File: config.mk
export PLATFORM = sky130hd
export DESIGN_NAME = subtractor_8bit_serial
export DESIGN_NICKNAME = d
export VERILOG_FILES = /design/src/rtl/subtractor_8bit_serial.sv
export SDC_FILE = /design/constraint.sdc
export NUM_CORES = 1
export LEC_CHECK = 0
export CORE_MARGIN = 2
export CORE_UTILIZATION = 40
export CTS_BUF_LIST = sky130_fd_sc_hd__clkbuf_2
export DETAILED_ROUTE_END_ITERATION = 16
export HOLD_SLACK_MARGIN = 0.06
export PLACE_DENSITY_LB_ADDON = 0.2
export SLEW_MARGIN = 20
export SYNTH_ARGS = -nofsm -noshare
export SYNTH_HDL_FRONTEND = slang
export SYNTH_SLANG_ARGS = --single-unit
File: constraint.sdc
create_clock -name clk -period 1.8 [get_ports clk]
set_clock_uncertainty 0.2 [all_clocks]
set_input_delay 0.18 -clock clk [delete_from_list [all_inputs] [get_ports clk]]
set_output_delay 0.18 -clock clk [all_outputs]
set_load 0.1 [all_outputs]
File: src/rtl/subtractor_8bit_serial.sv
// subtractor_8bit_serial
//
// Bit-serial subtractor that computes inA - inB - inBorrow one bit per clock,
// LSB first, with a single full-subtractor cell. Operands sit in right-shifting
// registers, and each new difference bit enters at the top of the difference
// register. After WIDTH shift cycles the result and its flags are registered
// and presented with a valid/ready handshake.
//
// Ports:
//   clk          rising-edge clock
//   rst_n        asynchronous assert, synchronous release, active-low reset
//   inValid      upstream presents an operand set
//   outReady     block can accept operands (high only in IDLE)
//   inA, inB     minuend and subtrahend, WIDTH bits
//   inBorrow     borrow-in
//   outValid     result available (high only in DONE)
//   inReady      downstream accepts the result
//   outDiff      (inA - inB - inBorrow) mod 2^WIDTH
//   outBorrow    unsigned borrow-out
//   outZero      outDiff is zero
//   outOverflow  signed two's-complement overflow
//
// Results and flags persist after the output handshake. They change only when
// the next operation completes or when reset is applied.

module subtractor_8bit_serial #(
  parameter int WIDTH = 8
) (
  input  logic             clk,
  input  logic             rst_n,
  input  logic             inValid,
  output logic             outReady,
  input  logic [WIDTH-1:0] inA,
  input  logic [WIDTH-1:0] inB,
  input  logic             inBorrow,
  output logic             outValid,
  input  logic             inReady,
  output logic [WIDTH-1:0] outDiff,
  output logic             outBorrow,
  output logic             outZero,
  output logic             outOverflow
);

  localparam int CNT_W = $clog2(WIDTH);
  localparam logic [CNT_W-1:0] LAST_BIT = CNT_W'(WIDTH - 1);

  typedef enum logic [1:0] {
    ST_IDLE,
    ST_SHIFT,
    ST_DONE
  } state_t;

  state_t r_state;
  state_t w_nextState;

  // Operand shift registers. Bit 0 is always the bit that is processed next.
  logic [WIDTH-1:0] r_a;
  logic [WIDTH-1:0] r_b;

  // Holds only the upper WIDTH-1 bits of the partial difference. The bit
  // produced in the current cycle completes the full WIDTH-bit word, so the
  // finished result needs no extra shift.
  logic [WIDTH-2:0] r_diff;

  logic             r_br;
  logic [CNT_W-1:0] r_cnt;

  // The shift registers destroy the operand MSBs, so the overflow rule uses
  // copies latched on the accept edge.
  logic             r_aMsb;
  logic             r_bMsb;

  logic [WIDTH-1:0] r_outDiff;
  logic             r_outBorrow;
  logic             r_outZero;
  logic             r_outOverflow;

  logic             w_accept;
  logic             w_lastBit;
  logic             w_d;
  logic             w_brNext;
  logic [WIDTH-1:0] w_finalDiff;

  // Single full-subtractor cell working on the current LSBs.
  assign w_d         = r_a[0] ^ r_b[0] ^ r_br;
  assign w_brNext    = (~r_a[0] & r_b[0]) | (~(r_a[0] ^ r_b[0]) & r_br);
  assign w_finalDiff = {w_d, r_diff};

  assign w_accept  = inValid && (r_state == ST_IDLE);
  assign w_lastBit = (r_state == ST_SHIFT) && (r_cnt == LAST_BIT);

  // State register. Reset parks the FSM in IDLE, so outReady is high
  // throughout reset.
  always_ff @(posedge clk or negedge rst_n) begin
    if (!rst_n) begin
      r_state <= ST_IDLE;
    end else begin
      r_state <= w_nextState;
    end
  end

  // Next-state logic and handshake outputs. Both handshake outputs are pure
  // state decodes, so they cannot glitch on input activity.
  always_comb begin
    w_nextState = r_state;
    outReady    = 1'b0;
    outValid    = 1'b0;
    case (r_state)
      ST_IDLE: begin
        outReady = 1'b1;
        if (inValid) begin
          w_nextState = ST_SHIFT;
        end
      end
      ST_SHIFT: begin
        if (r_cnt == LAST_BIT) begin
          w_nextState = ST_DONE;
        end
      end
      ST_DONE: begin
        outValid = 1'b1;
        if (inReady) begin
          w_nextState = ST_IDLE;
        end
      end
      default: begin
        w_nextState = ST_IDLE;
      end
    endcase
  end

  // Datapath. The accept edge loads the operands. Each SHIFT edge consumes one
  // bit. The final SHIFT edge also registers the result and flags, so they
  // become visible exactly when the FSM enters DONE.
  always_ff @(posedge clk or negedge rst_n) begin
    if (!rst_n) begin
      r_a           <= '0;
      r_b           <= '0;
      r_diff        <= '0;
      r_br          <= 1'b0;
      r_cnt         <= '0;
      r_aMsb        <= 1'b0;
      r_bMsb        <= 1'b0;
      r_outDiff     <= '0;
      r_outBorrow   <= 1'b0;
      r_outZero     <= 1'b0;
      r_outOverflow <= 1'b0;
    end else if (w_accept) begin
      r_a    <= inA;
      r_b    <= inB;
      r_br   <= inBorrow;
      r_aMsb <= inA[WIDTH-1];
      r_bMsb <= inB[WIDTH-1];
      r_cnt  <= '0;
      r_diff <= '0;
    end else if (r_state == ST_SHIFT) begin
      r_a    <= r_a >> 1;
      r_b    <= r_b >> 1;
      r_br   <= w_brNext;
      r_diff <= w_finalDiff[WIDTH-1:1];
      r_cnt  <= r_cnt + CNT_W'(1);
      if (w_lastBit) begin
        r_outDiff     <= w_finalDiff;
        r_outBorrow   <= w_brNext;
        r_outZero     <= (w_finalDiff == '0);
        r_outOverflow <= (r_aMsb != r_bMsb) && (w_finalDiff[WIDTH-1] != r_aMsb);
      end
    end
  end

  assign outDiff     = r_outDiff;
  assign outBorrow   = r_outBorrow;
  assign outZero     = r_outZero;
  assign outOverflow = r_outOverflow;

endmodule

Word level (Yosys, flattened, before mapping):

Index checks and enable logic that the tools add are counted.

* input port bits: 21
* logic and storage cells: 53
* register bits: 42
* RAM bits: 0
* memories: 0
* bits in read-only memories: 0
* bits in latches: 0
* output and inout port bits: 13

* reduce and logical (&&, ||, !) cells: 8
* bitwise gates (word level): 8
* $lt $le $gt $ge: 0
* $mul: 0
* mux-type cells: 16
* add/subtract/negate cells: 1
* divide/modulo/power cells: 0
* shifts and indexed selects: 0
* eq/ne operators: 8

Operators by type and width (count)
* 8-bit two-way mux: 4
* 7-bit two-way mux: 2
* 8-bit logical NOT: 1
* 2-bit two-way mux: 3
* 3-bit two-way mux: 2
* 2-bit case mux with 3 select lines: 1
* 3-bit AND reduction: 2
* 1-bit two-way mux: 4
* 2-bit != test (second input constant): 2
* 3-bit by 1-bit adder with 3-bit output (second input constant): 1
* 3-bit equality test (second input constant): 1
* 1-bit logical AND: 3
* 1-bit NOT: 3
* 1-bit bitwise AND: 2
* 2-bit by 1-bit equality test with 1-bit output (second input constant): 1
* 2-bit equality test (second input constant): 1
* 2-bit logical NOT: 1
* 1-bit != test: 2
* 2-bit by 1-bit != test with 1-bit output (second input constant): 1
* 2-bit nonzero test: 1
* 1-bit XOR: 2
* 1-bit OR: 1

Depth between registers and ports, before layout:

Gate-level depths: netlist (run 1).

* depth in word-level cells: 6
* gate-level depth with buffers: 6

Least setup slack after synthesis (run 1):

OpenSTA, ideal clock, no wires.

* path kind: register to output
* start point: register r_state[0]
* end point: output port outReady
* arrival time: 1753 ps
* required time: 1420 ps
* slack: -333 ps
* stages on the path, launching flop included: 3
* cell sequence: dfrtp_1 buf_6 nor2_1

* cells in the longest elaborated chain, start to end: 2

Ends and longest elaborated chain
* from (decl): RTL line 53 `state_t r_state;`
* from (signal assigned): RTL line 98 `r_state <= w_nextState;`
* 2-bit logical NOT: RTL line 108 `case (r_state)`
* 1-bit two-way mux: RTL line 108
* to (decl): RTL line 32 `output logic outReady,`

No other way between the ends.

Worst setup path in the final report (run 1):

* start point: register r_cnt[0]
* end point: register r_outDiff[3], in the netlist outDiff[3]

* cells in the longest elaborated chain, start to end: 3

Ends and longest elaborated chain
* from (decl): RTL line 66 `logic [CNT_W-1:0] r_cnt;`
* from (signal assigned): RTL line 161 `r_cnt <= r_cnt + CNT_W'(1);`
* 3-bit equality test: RTL line 90 `assign w_lastBit = (r_state == ST_SHIFT) && (r_cnt == LAST_BIT);`
* 1-bit logical AND: RTL line 90
* 3-bit AND reduction (no source line)
* to (signal assigned): RTL line 163 `r_outDiff <= w_finalDiff;`
* to (decl): RTL line 73 `logic [WIDTH-1:0] r_outDiff;`

No other way between the ends.
A chain may end at the register's enable or synchronous reset.

==> results, run 1 <==
- The flow ran to the end, and the final reports show no timing, DRC or antenna violations.
- The most repeated cell in the gate-level netlist after synthesis is sky130_fd_sc_hd__nand2_1.
- The fraction of post-synthesis cell area in the top cell type by area is between 50 and 60%.
- In this run the standard cell core region covers 4380 sq um.
- The critical register-to-register path startpoint is r_cnt[0]$_DFFE_PN0P_.
- The horizontal die dimension is 71.7 um.
- The number of antenna-violating nets in the routed design is 0.
- For the worst flop-to-flop path, the logic depth is 4.
- The count of routing violations after the opening detailed-route iteration is 84.
- The total number of clock tree sinks is 42.
- Setup slack on the worst reg-to-reg path comes out at 100 ps.
- The later pin in the worst-skew pair is clocked with a latency of 390 ps.
- The floorplan die area is 5140 sq um.
- The number of global-route vias before repair was 1400.
- The count of H-tree levels built during CTS is 2.
- The number of cell rows is 24.
- Of the available clock period, the critical path in the final layout requires about 95%.
- The number of design rule violations left after detail routing is 0.
- After detailed routing, the average wire length per cell comes to 13.8 um.
- The total of flip-flops plus latches after synthesis is 42.
- The signal on the critical path passes through ha_1, ha_1, nand3b_4, mux2_2.
- By area the synthesized netlist is led by sky130_fd_sc_hd__dfrtp_1 (57%), sky130_fd_sc_hd__nand2_1 (10%), sky130_fd_sc_hd__a22oi_1 (5.7%).
- The worst-case IR drop observed on VDD is 0.000724 V.
- The global-route wire length before repair is 6290 um.
- The number of antenna violations at the first check in global routing came to 0.
- In this run the most critical hold path is launched from inReady.
- The class of the most critical setup path is register to register.
- The number of hold violations in the final report is 0.
- Global routing used about 16% of the available tracks.
- For this run, the share of the core covered by cells in the final layout is 54.9%.
- The die extent in y is 71.7 um.
- The number of maximum-capacitance violations is 0.
- After synthesis the cells add up to 1830 sq um.
- OpenSTA, run right after detailed placement, puts the worst setup slack at -15.1 ps.
- The number of nets handed over by synthesis was 190.
- The path class of the lowest-slack min-delay path is input port to register.
- The end of the critical path is outDiff[3]$_DFFE_PN0P_.
- For the pin with the worst max-slew slack, the measured transition is 523 ps.
- The count of nets after finishing is between 200 and 250.
- The detailed router placed 1328 vias in this run.
- The fraction of synthesis flops using an asynchronous set or reset pin is 100%.
- Summing the sequential cell areas from Yosys gives 57.4% of the chip area.
- Power spread over the standard cell area amounts to 1920 nW/um^2.
- Along the worst path, the maximum fanout reaches 15.
- In the final layout, flip-flops and latches occupy 1050 sq um.
- The end of the worst register-to-register path is outDiff[3]$_DFFE_PN0P_.
- In the final layout, the multi-input gates occupy between 700 and 800 sq um.
- The deepest clock path buffer count is 2.
- The aggregate global routing overflow is 0.
- At the worst endpoint, the arrival time is 1810 ps.
- The starting utilization of the core area is 41.8%.
- The wire length after detailed routing is 3540 um.
- The critical path's largest stage delay is ~430 ps.
- The worst slew margin relative to its limit is between 60% and 70%.
- For the worst setup path, the data required time is 1910 ps.
- The number of enable-type register cells in the synthesized netlist is 0.
- Ranked by instance count, the synthesized netlist is headed by sky130_fd_sc_hd__nand2_1 (51), sky130_fd_sc_hd__dfrtp_1 (42), sky130_fd_sc_hd__a22oi_1 (14), sky130_fd_sc_hd__o21ai_0 (14), sky130_fd_sc_hd__mux2_2 (7).
- The area added between synthesis and finish is 31.5%.
- The final period demand of the worst path is 1700 ps.
- The cell that appears most often on the critical path is sky130_fd_sc_hd__ha_1.
- The share of layout cells above drive strength 1 is 22.0%.
- The CTS clock-pin slew for the worst setup and hold paths is 190 ps.
- Setup violations remaining at the end of the flow were counted as 0.
- In this run the tool buffered the top-level ports with 33 buffer cells.
- The estimated wirelength of the detail-placed design is 2510 um.
- The most critical setup path has its startpoint at r_cnt[0]$_DFFE_PN0P_.
- The number of vias per cell is 5.17.
- The post-synthesis cell type with the largest combined area is sky130_fd_sc_hd__dfrtp_1.
- The average cell area after synthesis is 11.1 sq um.
- The reported leakage power is 0.00115 uW.
- The CTS tree is built.
- The synthesized instance count is roughly 170.
- For this run, the number of Yosys warnings is 0.
- The number of buffers added by the clock tree synthesis step is 5.
- The final critical-path setup slack is 96.1 ps.
- The most used flip-flop cell after synthesis is sky130_fd_sc_hd__dfrtp_1.
- The final weighted congestion of routability-driven global placement is 0.791.
- The count of antenna diodes in the layout is 0.
- The count of cell types in the netlist is 25.
- The tree is rooted in a sky130_fd_sc_hd__clkbuf_2.
- The setup TNS is 0 ps.
- Setup repair after global routing left no endpoint under its margin.
- In this run the count of I/O pins placed on the die edge is 34.
- The slowest stage of the critical path belongs to the cell sky130_fd_sc_hd__dfrtp_1.
- The highest clock frequency the design can meet is approximately 600 MHz.
- The fill cell instance count of the final layout is 362.
- The max-slew violation total from the final report is 0.
- The length of the first detailed-routing pass in iterations is 4.
- The endpoint type of the worst setup path is a register.
- The largest net degree at the start of global routing is 43.
- The kind of launch point of the worst setup path is a register.
==> cells in the final DEF (no fill, tap or decap), types with 5 or more instances in the layout <==
cell,Yosys,final
sky130_fd_sc_hd__clkdlybuf4s50_1,0,19
sky130_fd_sc_hd__nand2_1,51,51
sky130_fd_sc_hd__mux2_2,7,7
sky130_fd_sc_hd__buf_12,0,13
sky130_fd_sc_hd__dfrtp_1,42,41
sky130_fd_sc_hd__clkbuf_2,1,5
sky130_fd_sc_hd__buf_4,3,7
sky130_fd_sc_hd__o21ai_0,14,13
sky130_fd_sc_hd__a22oi_1,14,14
==> worst min-delay path by stage <==
stage / cells past startpoint / endpoint
2_1_floorplan: 0 / outBorrow$_DFFE_PN0P_
3_3_place_gp: 2 / outDiff[5]$_DFFE_PN0P_
3_5_place_dp: 2 / outDiff[6]$_DFFE_PN0P_
4_1_cts: 2 / r_state[1]$_DFFE_PN0P_
5_1_grt: 2 / r_state[1]$_DFFE_PN0P_
6_report: 2 / r_state[1]$_DFFE_PN0P_
==> registers in the layout (all words and copies together) (netlist names) <==
register	cells
outDiff	8
r_b	8
outOverflow	1
outZero	1
r_aMsb	1
outBorrow	1
r_bMsb	1
r_cnt	3
r_diff	7
r_br	1
r_state	2
r_a	8
==> where the power goes <==
group,switching (uW),internal (uW),total (uW),leakage [uW]
Clock,283,83.0,366,0.0000255
Combinational,1560,1030,2580,0.000584
Sequential,339,1330,1670,0.000538
==> routing by layer <==
| layer | track usage (%) | part of all wire, % | up-vias | routed length (um) |
|---|---|---|---|---|
| met5 | 0 | 0 | - | 0 |
| met4 | 7.76 | 3.0 | 0 | 106 |
| met2 | 25.8 | 49 | 34 | 1740 |
| met1 | 19.6 | 44 | 644 | 1560 |
| li1 | - | - | 638 | - |
| met3 | 3.80 | 3.9 | 12 | 139 |
==> kinds of logic after synthesis <==
family | Yosys count | share of synthesized area, %
and+or+nand+nor | 62 | 15.2
muxes | 10 | 6.76
DFF | 42 | 57.4
buffers and inverters | 13 | 4.37
AOI/OAI and AO/OA | 34 | 12.8
adders and majority gates | 4 | 3.55
==> critical path: cells and delay by family (launching register included) <==
kind	cells	cell delay, ps
adder cells (fa/ha/maj)	2	430
multiplexers	1	360
AND/OR/NAND/NOR	1	200
flip-flops	1	430
==> per-stage QoR <==
step / area (sq um) / total power [uW] / instances / hold slack (ps)
2_1_floorplan: 1830 / 3380 / 165 / -316
3_3_place_gp: 2340 / 4160 / 248 / 68.5
3_5_place_dp: 2340 / 4260 / 248 / 77.2
4_1_cts: 2410 / 4670 / 258 / 95.9
5_1_grt: 2410 / 4910 / 257 / 131
6_report: 2410 / 4620 / 257 / 115
==> what timing repair did <==
item | in CTS | in global routing
hold buffers | 1 | 0
cloned | 0 | 0
endpoints found under the hold margin | 42 | 0
pin swaps | 0 | 1
setup endpoints to repair | 16 | 4
resized for setup | 4 | 3
setup buffers | 1 | 0
==> area by class of cell <==
cell class | instances | share of cell area (%)
inverter | 4 | 0.727
sequential | 42 | 43.7
timing repair buffer | 41 | 21.5
clock buffer | 5 | 1.04
tap | 52 | 2.70
clock inverter | 3 | 0.468
multi-input combinational | 110 | 29.9
Power figures use the tool's default switching activity.
==> inputs of run 2 (changes only) <==
CTS_CLUSTER_DIAMETER = 30   (was default)
==> results of run 2 <==
Same layout as run 1: the final DEF is identical, and so are final timing and power.
